[config.mk]
export PLATFORM = sky130hd
export DESIGN_NAME = m_mem_ctrl
export DESIGN_NICKNAME = d
export VERILOG_FILES = /design/src/rtl/m_mem_ctrl.sv
export SDC_FILE = /design/constraint.sdc
export NUM_CORES = 1
export LEC_CHECK = 0
export BUFFER_PORTS_ARGS = -buffer_cell sky130_fd_sc_hd__buf_2
export CAP_MARGIN = 20
export CORE_ASPECT_RATIO = 2
export CORE_UTILIZATION = 41
export DETAILED_ROUTE_END_ITERATION = 6
export PLACE_DENSITY = 0.85
export SLEW_MARGIN = 20
export SYNTH_ARGS = -nofsm -noshare
export SYNTH_HDL_FRONTEND = slang
export SYNTH_SLANG_ARGS = --single-unit
[constraint.sdc]
create_clock -name clk -period 1.95 [get_ports clk]
set_input_delay 0.2925 -clock clk [delete_from_list [all_inputs] [get_ports clk]]
set_output_delay 0.2925 -clock clk [all_outputs]
set_load 0.01 [all_outputs]
[src/rtl/m_mem_ctrl.sv]
// rtl/m_mem_ctrl.sv - M-stage data-memory access controller with req/ack handshake and timeout
module m_mem_ctrl #(
    parameter int TIMEOUT = 16,
    parameter int CNT_W   = 8
) (
    input  logic        clk,
    input  logic        rst_n,
    input  logic        req_valid,
    input  logic        req_we,
    input  logic [2:0]  req_op,
    input  logic [31:0] req_addr,
    input  logic [31:0] req_wdata,
    input  logic        flush,
    output logic        stall,
    output logic        done,
    output logic [31:0] ld_data,
    output logic        exc_adel,
    output logic        exc_ades,
    output logic        bus_err,
    output logic        mem_req,
    output logic        mem_we,
    output logic [31:0] mem_addr,
    output logic [3:0]  mem_be,
    output logic [31:0] mem_wdata,
    input  logic        mem_ack,
    input  logic [31:0] mem_rdata,
    output logic [1:0]  ext_a,
    output logic [2:0]  ext_op,
    output logic [31:0] ext_din,
    input  logic [31:0] ext_dout
);

    typedef enum logic [1:0] {IDLE, BUSY, DONE} state_t;

    state_t           state, state_next;
    logic [CNT_W-1:0] cnt;
    logic             flush_kill;
    logic             to_err;
    logic             lat_we;
    logic             op_ok, align_ok, legal;
    logic             start, reject, timeout_hit;
    logic [3:0]       be_next;
    logic [31:0]      wdata_next;

    always_comb begin
        op_ok    = 1'b1;
        align_ok = 1'b1;
        case (req_op)
            3'b000:  align_ok = (req_addr[1:0] == 2'b00);
            3'b001:  op_ok = 1'b1;
            3'b010:  op_ok = !req_we;
            3'b011:  align_ok = !req_addr[0];
            3'b100: begin
                op_ok    = !req_we;
                align_ok = !req_addr[0];
            end
            default: op_ok = 1'b0;
        endcase
    end

    assign legal  = op_ok && align_ok;
    // Gated by rst_n so a reset held against a pending request releases the pipeline at once.
    assign start  = rst_n && (state == IDLE) && req_valid && !flush && legal;
    assign reject = (state == IDLE) && req_valid && !flush && !legal;
    assign timeout_hit = (TIMEOUT != 0) && !mem_ack && (cnt == CNT_W'(TIMEOUT - 1));

    always_comb begin
        be_next    = 4'b1111;
        wdata_next = req_we ? req_wdata : 32'h0;
        if (req_we) begin
            case (req_op)
                3'b001: begin
                    be_next    = 4'b0001 << req_addr[1:0];
                    wdata_next = {4{req_wdata[7:0]}};
                end
                3'b011: begin
                    be_next    = req_addr[1] ? 4'b1100 : 4'b0011;
                    wdata_next = {2{req_wdata[15:0]}};
                end
                default: begin
                    be_next    = 4'b1111;
                    wdata_next = req_wdata;
                end
            endcase
        end
    end

    always_ff @(posedge clk or negedge rst_n) begin
        if (!rst_n) state <= IDLE;
        else        state <= state_next;
    end

    always_comb begin
        state_next = state;
        case (state)
            IDLE:    if (start) state_next = BUSY;
            BUSY:    if (mem_ack || timeout_hit) state_next = DONE;
            DONE:    state_next = IDLE;
            default: state_next = IDLE;
        endcase
    end

    always_ff @(posedge clk or negedge rst_n) begin
        if (!rst_n) begin
            cnt        <= '0;
            flush_kill <= 1'b0;
            to_err     <= 1'b0;
            lat_we     <= 1'b0;
            exc_adel   <= 1'b0;
            exc_ades   <= 1'b0;
            mem_we     <= 1'b0;
            mem_addr   <= 32'h0;
            mem_be     <= 4'h0;
            mem_wdata  <= 32'h0;
            ext_a      <= 2'b00;
            ext_op     <= 3'b000;
            ext_din    <= 32'h0;
        end else begin
            exc_adel <= reject && !req_we;
            exc_ades <= reject && req_we;
            if (start) begin
                cnt        <= '0;
                flush_kill <= 1'b0;
                to_err     <= 1'b0;
                lat_we     <= req_we;
                mem_we     <= req_we;
                mem_addr   <= {req_addr[31:2], 2'b00};
                mem_be     <= be_next;
                mem_wdata  <= wdata_next;
                ext_a      <= req_addr[1:0];
                ext_op     <= req_we ? 3'b000 : req_op;
            end else if (state == BUSY) begin
                if (!mem_ack)   cnt <= cnt + 1'b1;
                if (mem_ack)    ext_din <= mem_rdata;
                if (timeout_hit) to_err <= 1'b1;
                // The access still completes on the bus; only the result is discarded.
                if (flush)      flush_kill <= 1'b1;
            end
        end
    end

    assign stall   = start || (state == BUSY);
    assign mem_req = (state == BUSY);
    assign done    = (state == DONE);
    assign bus_err = (state == DONE) && to_err && !flush_kill;
    assign ld_data = ((state == DONE) && !lat_we && !to_err && !flush_kill) ? ext_dout : 32'h0;

endmodule
=== Word-level counts from Yosys, hierarchy flattened ===
Cells that the tools add are included.

* Register bits after elaboration: 118
* Input bits: 137

* Muxes and demuxes: 21
* Bitwise gates (word level): 1
* Add/subtract/negate cells: 1
* Equal/unequal tests: 10
* Shift operators: 1
* Reduce and logical (&&, ||, !) cells: 40

{| class="wikitable"
|+ Operator list
! kind !! number
|-
| 32-bit 2-to-1 mux || 2
|-
| 32-bit one-hot mux with 2 select lines || 1
|-
| 8-bit 2-to-1 mux || 3
|-
| 1-bit logical AND || 16
|-
| 8-bit by 1-bit adder with 8-bit output (second input constant) || 1
|-
| 8-bit by 4-bit equality test with 1-bit output (second input constant) || 1
|-
| 1-bit zero test || 8
|-
| 4-bit 2-to-1 mux || 2
|-
| 4-bit one-hot mux with 2 select lines || 1
|-
| 2-bit AND reduction || 4
|-
| 3-bit by 2-bit equality test with 1-bit output (second input constant) || 2
|-
| 1-bit 2-to-1 mux || 6
|-
| 2-bit nonzero test || 3
|-
| 2-bit zero test || 2
|-
| 2-bit 2-to-1 mux || 2
|-
| 2-bit by 1-bit != test with 1-bit output (second input constant) || 2
|-
| 1-bit one-hot mux with 2 select lines || 2
|-
| 2-bit one-hot mux with 2 select lines || 1
|-
| 2-bit OR reduction || 2
|-
| 1-bit by 2-bit left shift with 4-bit output (first input constant) || 1
|-
| 3-bit by 1-bit equality test with 1-bit output (second input constant) || 1
|-
| 3-bit equality test (second input constant) || 1
|-
| 3-bit zero test || 1
|-
| 3-bit 2-to-1 mux || 1
|-
| 7 further kinds || 8
|}

=== Longest topological paths before layout ===
* Depth after elaboration: 7
* Gate-level depth with buffers: 7

=== Least setup slack after synthesis ===
OpenSTA, ideal clock, no wires.

* Kind: input -> register
* Start: in req_op[1]
* End: reg ext_a[1]
* Setup slack: 0.093 ns
* Arrival: 1.732 ns
* Stages on the path: 6
* Setup time: 0.125 ns
* Cells stage by stage: buf_2 or4_4 a21o_1 buf_6 buf_6 mux2_4

* Word-level cells in the longest chain between the ends: 5
* Elaborated cells on any way between the ends: 12

{| class="wikitable"
|+ Ends and longest elaborated chain
! item !! line !! text
|-
| from (decl) || 10 || <nowiki>input logic [2:0] req_op,</nowiki>
|-
| 3-bit by 2-bit equality test with 1-bit output, or another cell as far along || 48 || <nowiki>case (req_op)</nowiki>
|-
| 3-bit OR reduction (no source line) / 2-bit OR reduction (equally long branches) || - ||
|-
| 1-bit one-hot mux with 2 select lines || 48 ||
|-
| 1-bit logical AND * || 61 || <nowiki>assign legal = op_ok && align_ok;</nowiki>
|-
| 1-bit logical AND * || 63 || <nowiki>assign start = rst_n && (state == IDLE) && req_valid && !flush && legal;</nowiki>
|-
| to (signal assigned) || 130 || <nowiki>ext_a <= req_addr[1:0];</nowiki>
|-
| to (decl) || 27 || <nowiki>output logic [1:0] ext_a,</nowiki>
|}

Mark *: on every way between the ends. The rest lies on a longest branch, timed or not.
A chain may end at the register's enable or synchronous reset.

=== Worst setup path after layout ===
* Start: reg lat_we
* End: out ld_data[25]

* Word-level cells in the longest chain between the ends: 5

{| class="wikitable"
|+ Ends and longest elaborated chain
! item !! line !! text
|-
| from (decl) || 39 || <nowiki>logic lat_we;</nowiki>
|-
| from (signal assigned) || 125 || <nowiki>lat_we <= req_we;</nowiki>
|-
| 1-bit zero test || 146 || <nowiki>assign ld_data = ((state == DONE) && !lat_we && !to_err && !flush_kill) ? ext_dout : 32'h0;</nowiki>
|-
| 1-bit logical AND (3 in a row) || 146 ||
|-
| 32-bit 2-to-1 mux || 146 ||
|-
| to (decl) || 16 || <nowiki>output logic [31:0] ld_data,</nowiki>
|}

Every way passes these cells.

==> impl_metrics.env <==
export IMPL_clk_pin_slew_ns=0.06
export IMPL_place_ws_ns=0.00515
export IMPL_arrival_ns=1.70
export IMPL_path_class="reg2out"
export IMPL_dpl_hpwl_um=12400
export IMPL_max_stage_delay_ns=0.42
export IMPL_track_usage_pct=24.4
export IMPL_startpoint_type="flip-flop"
export IMPL_worstPathBufferInverterCount=3
export IMPL_syn_area_per_cell_um2=13.1
export IMPL_path_cells="nor4_4 -> buf_6 -> buf_8 -> and2_4 -> buf_6"
export IMPL_core_area_um2=12600
export IMPL_die_w_um=82.9
export IMPL_cts_sinks=118
export IMPL_startpoint="lat_we$_DFFE_PN0N_"
export IMPL_violations="negative hold slack, negative setup slack"
export IMPL_drtAntennaViolNets=0
export IMPL_drt_iter0_drc=196
export IMPL_regToRegStartpoint="state[0]$_DFFE_PN0P_"
export IMPL_setup_ws_ns=-0.0396
export IMPL_fillers=961
export IMPL_antenna_found_initial=2
export IMPL_synth_cells=409
export IMPL_yosysWarnings=0
export IMPL_die_h_um=164
export IMPL_maxSlewViolCount=0
export IMPL_setup_viol=33
export IMPL_outcome="finished, violations left"
export IMPL_hp_class="in2async"
export IMPL_stdcell_area_um2=8070
export IMPL_grt_pass1_vias=4781
export IMPL_final_nets=854
export IMPL_clk_latency_ns=0.40
export IMPL_place_area_um2=7050
export IMPL_io_buffer_count=278
export IMPL_numCtsBuffers=17
export IMPL_critPathTopFamily="simple AND/OR/NAND/NOR gates"
export IMPL_grt_pass1_wl_um=25200
export IMPL_syn_area_um2=5360
export IMPL_place_gp_congestion=0.792
export IMPL_clockRootBuffer="clkbuf_16"
export IMPL_finalHoldViolations=26
export IMPL_reg2reg_depth=7
export IMPL_mostFrequentLayoutCells="buf_2 (244), dfrtp_1 (118), mux2_2 (44)"
export IMPL_rsz0062_at_grt="yes"
export IMPL_dieArea_um2=13600
export IMPL_cp_slowest_cell="dfrtp_1"
export IMPL_worstReg2RegEnd="mem_addr[25]$_DFFE_PN0N_"
export IMPL_critPathRequiredTime_ns=1.66
export IMPL_dpl_cell_count=837
export IMPL_routed_wl_um=17400
export IMPL_grt_start_max_net_pins=119
export IMPL_worstSetupEndpointType="output pin"
export IMPL_fin_crit_ns=1.99
export IMPL_worstPathMaxFanout=8
export IMPL_vias=4659
export IMPL_routedWlPerCell_um=19.7
export IMPL_drt_pass1_iter_count=4
export IMPL_yosysSeqAreaShare_pct=55.1
export IMPL_ios=281
export IMPL_cp_common_cell="buf_6"
export IMPL_r2r_setup_slack_ns=0.05
export IMPL_worst_slew_pin_slew_ns=0.699
export IMPL_timing_fmax_ghz=0.503
export IMPL_drive_gt1_share_pct=63.9
export IMPL_period_share_pct=102
export IMPL_synth_seq_cells=118
export IMPL_multiInputGateArea_um2=2360
export IMPL_final_cells=881
export IMPL_skew_ns=0.0108
export IMPL_syn_to_final_growth_pct=50.5
export IMPL_synth_distinct_cells=38
export IMPL_cap_violations=0
export IMPL_power_leakage_nw=4.28
export IMPL_crit_cells=5
export IMPL_start_util_pct=42.5
export IMPL_layout_commonest_cell="buf_2"
export IMPL_vias_per_cell=5.29
export IMPL_p_per_area_nw_per_um2=1070
export IMPL_rows=58
export IMPL_cts_buffer_depth=2
export IMPL_maxSlewHeadroom_pct=53.4
export IMPL_overflow=0
export IMPL_htreeDepth=4
export IMPL_area_sequential_um2=2950
export IMPL_cts_tree="built"
export IMPL_post_route_drc_count=0
export IMPL_fin_hold_ws_ns=-0.0487
export IMPL_ir_drop_uv=892
## per-stage QoR
| step | total power, mW | setup TNS [ns] | utilization [%] |
|---|---|---|---|
| finish | 8.66 | -0.527 | 63.9 |
| global route | 9.04 | -3.27 | 63.9 |
| CTS | 8.67 | -2.99 | 62.1 |
| detailed placement | 5.63 | 0 | 55.8 |
| global placement | 5.53 | 0 | 55.8 |
| floorplan | 4.53 | 0 | - |
## kinds of logic after synthesis
logic type | after synthesis | share of synthesized area [%]
AOI/OAI and AO/OA | 58 | 8.80
buffers and inverters | 32 | 3.43
xor gates and xnor gates | 7 | 1.14
other | 1 | 0.0699
adders and majority gates | 1 | 0.233
and+or+nand+nor | 101 | 10.4
muxes | 91 | 20.9
DFF | 118 | 55.1
## worst max path at each step
| stage | to | slack (ns) |
|---|---|---|
| global placement | mem_addr[18]$_DFFE_PN0N_ | 0.08 |
| CTS | ld_data[25] | -0.11 |
| finish | ld_data[25] | -0.04 |
| floorplan | ext_a[1]$_DFFE_PN0N_ | 0.09 |
| global route | stall | -0.12 |
| detailed placement | mem_addr[21]$_DFFE_PN0N_ | 0.005 |
## Yosys cell counts, drive strengths merged
master	instances	area share, %
dfrtp	118	55
mux2	75	18
and2	32	3.7
buf	21	2.7
a22o	19	3.1
nor2	19	1.3
a32o	17	3.2
nand2	17	1.2
mux2i	16	3.0
nor3	11	1.1
o21ai	11	1.0
clkbuf	8	0.56
xnor2	6	0.98
nor3b	5	0.70
a21oi	4	0.37
nand2b	4	0.61
nand3	4	0.37
inv	3	0.21
a21o	2	0.28
nor2b	2	0.23
nor4	2	0.23
nor4b	2	0.33
o211ai	2	0.28
or4	2	0.35
a221oi	1	0.28
conb	1	0.070
ha	1	0.23
o21a	1	0.14
o21bai	1	0.14
or3b	1	0.16
xor2	1	0.16
## sequential cells by signal (all words and copies together) (netlist names)
name / cells
cnt: 8
exc_adel: 1
exc_ades: 1
ext_a: 2
ext_din: 32
ext_op: 3
flush_kill: 1
lat_we: 1
mem_addr: 30
mem_be: 4
mem_wdata: 32
state: 2
to_err: 1
## worst register-to-register path: stages, from the launching register on
cell and delay [ns]:
dfrtp_1 0.40, nor4b_2 0.27, buf_4 0.17, nand2_4 0.07, a21o_4 0.21, buf_4 0.19
buf_12 0.18, mux2_4 0.30
## power by group
part           internal (mW)  total [mW]  switching [mW]
registers               3.07        3.44           0.368
logic                   1.19        2.23            1.04
clock network           1.78        2.99            1.22
total                   6.04        8.66            2.62
## per-layer routing
metal / vias to the layer above / part of all wire (%) / global-route usage [%]
met5: - / 0 / 0
met2: 237 / 58 / 47.5
met1: 2305 / 33 / 22.0
met3: 39 / 5.1 / 6.08
met4: 0 / 4.5 / 15.2
li1: 2078 / - / -
## what timing repair did
action | CTS | global route
endpoints found under the hold margin | 0 | 0
pin swaps | 17 | 20
resized for setup | 43 | 39
buffers inserted | 4 | 3
hold buffers | 0 | 0
endpoints found under the setup margin | 33 | 55
cloned | 2 | 1
## final cells by class
type	instances	area share, %
Clock buffer	17	5.27
Clock inverter	15	1.80
Antenna cell	2	0.0620
Timing Repair Buffer	316	24.6
Tap cell	150	2.33
Sequential cell	118	36.6
Multi-Input combinational cell	260	29.3
Inverter	3	0.140
(Power assumes the default switching activity.)
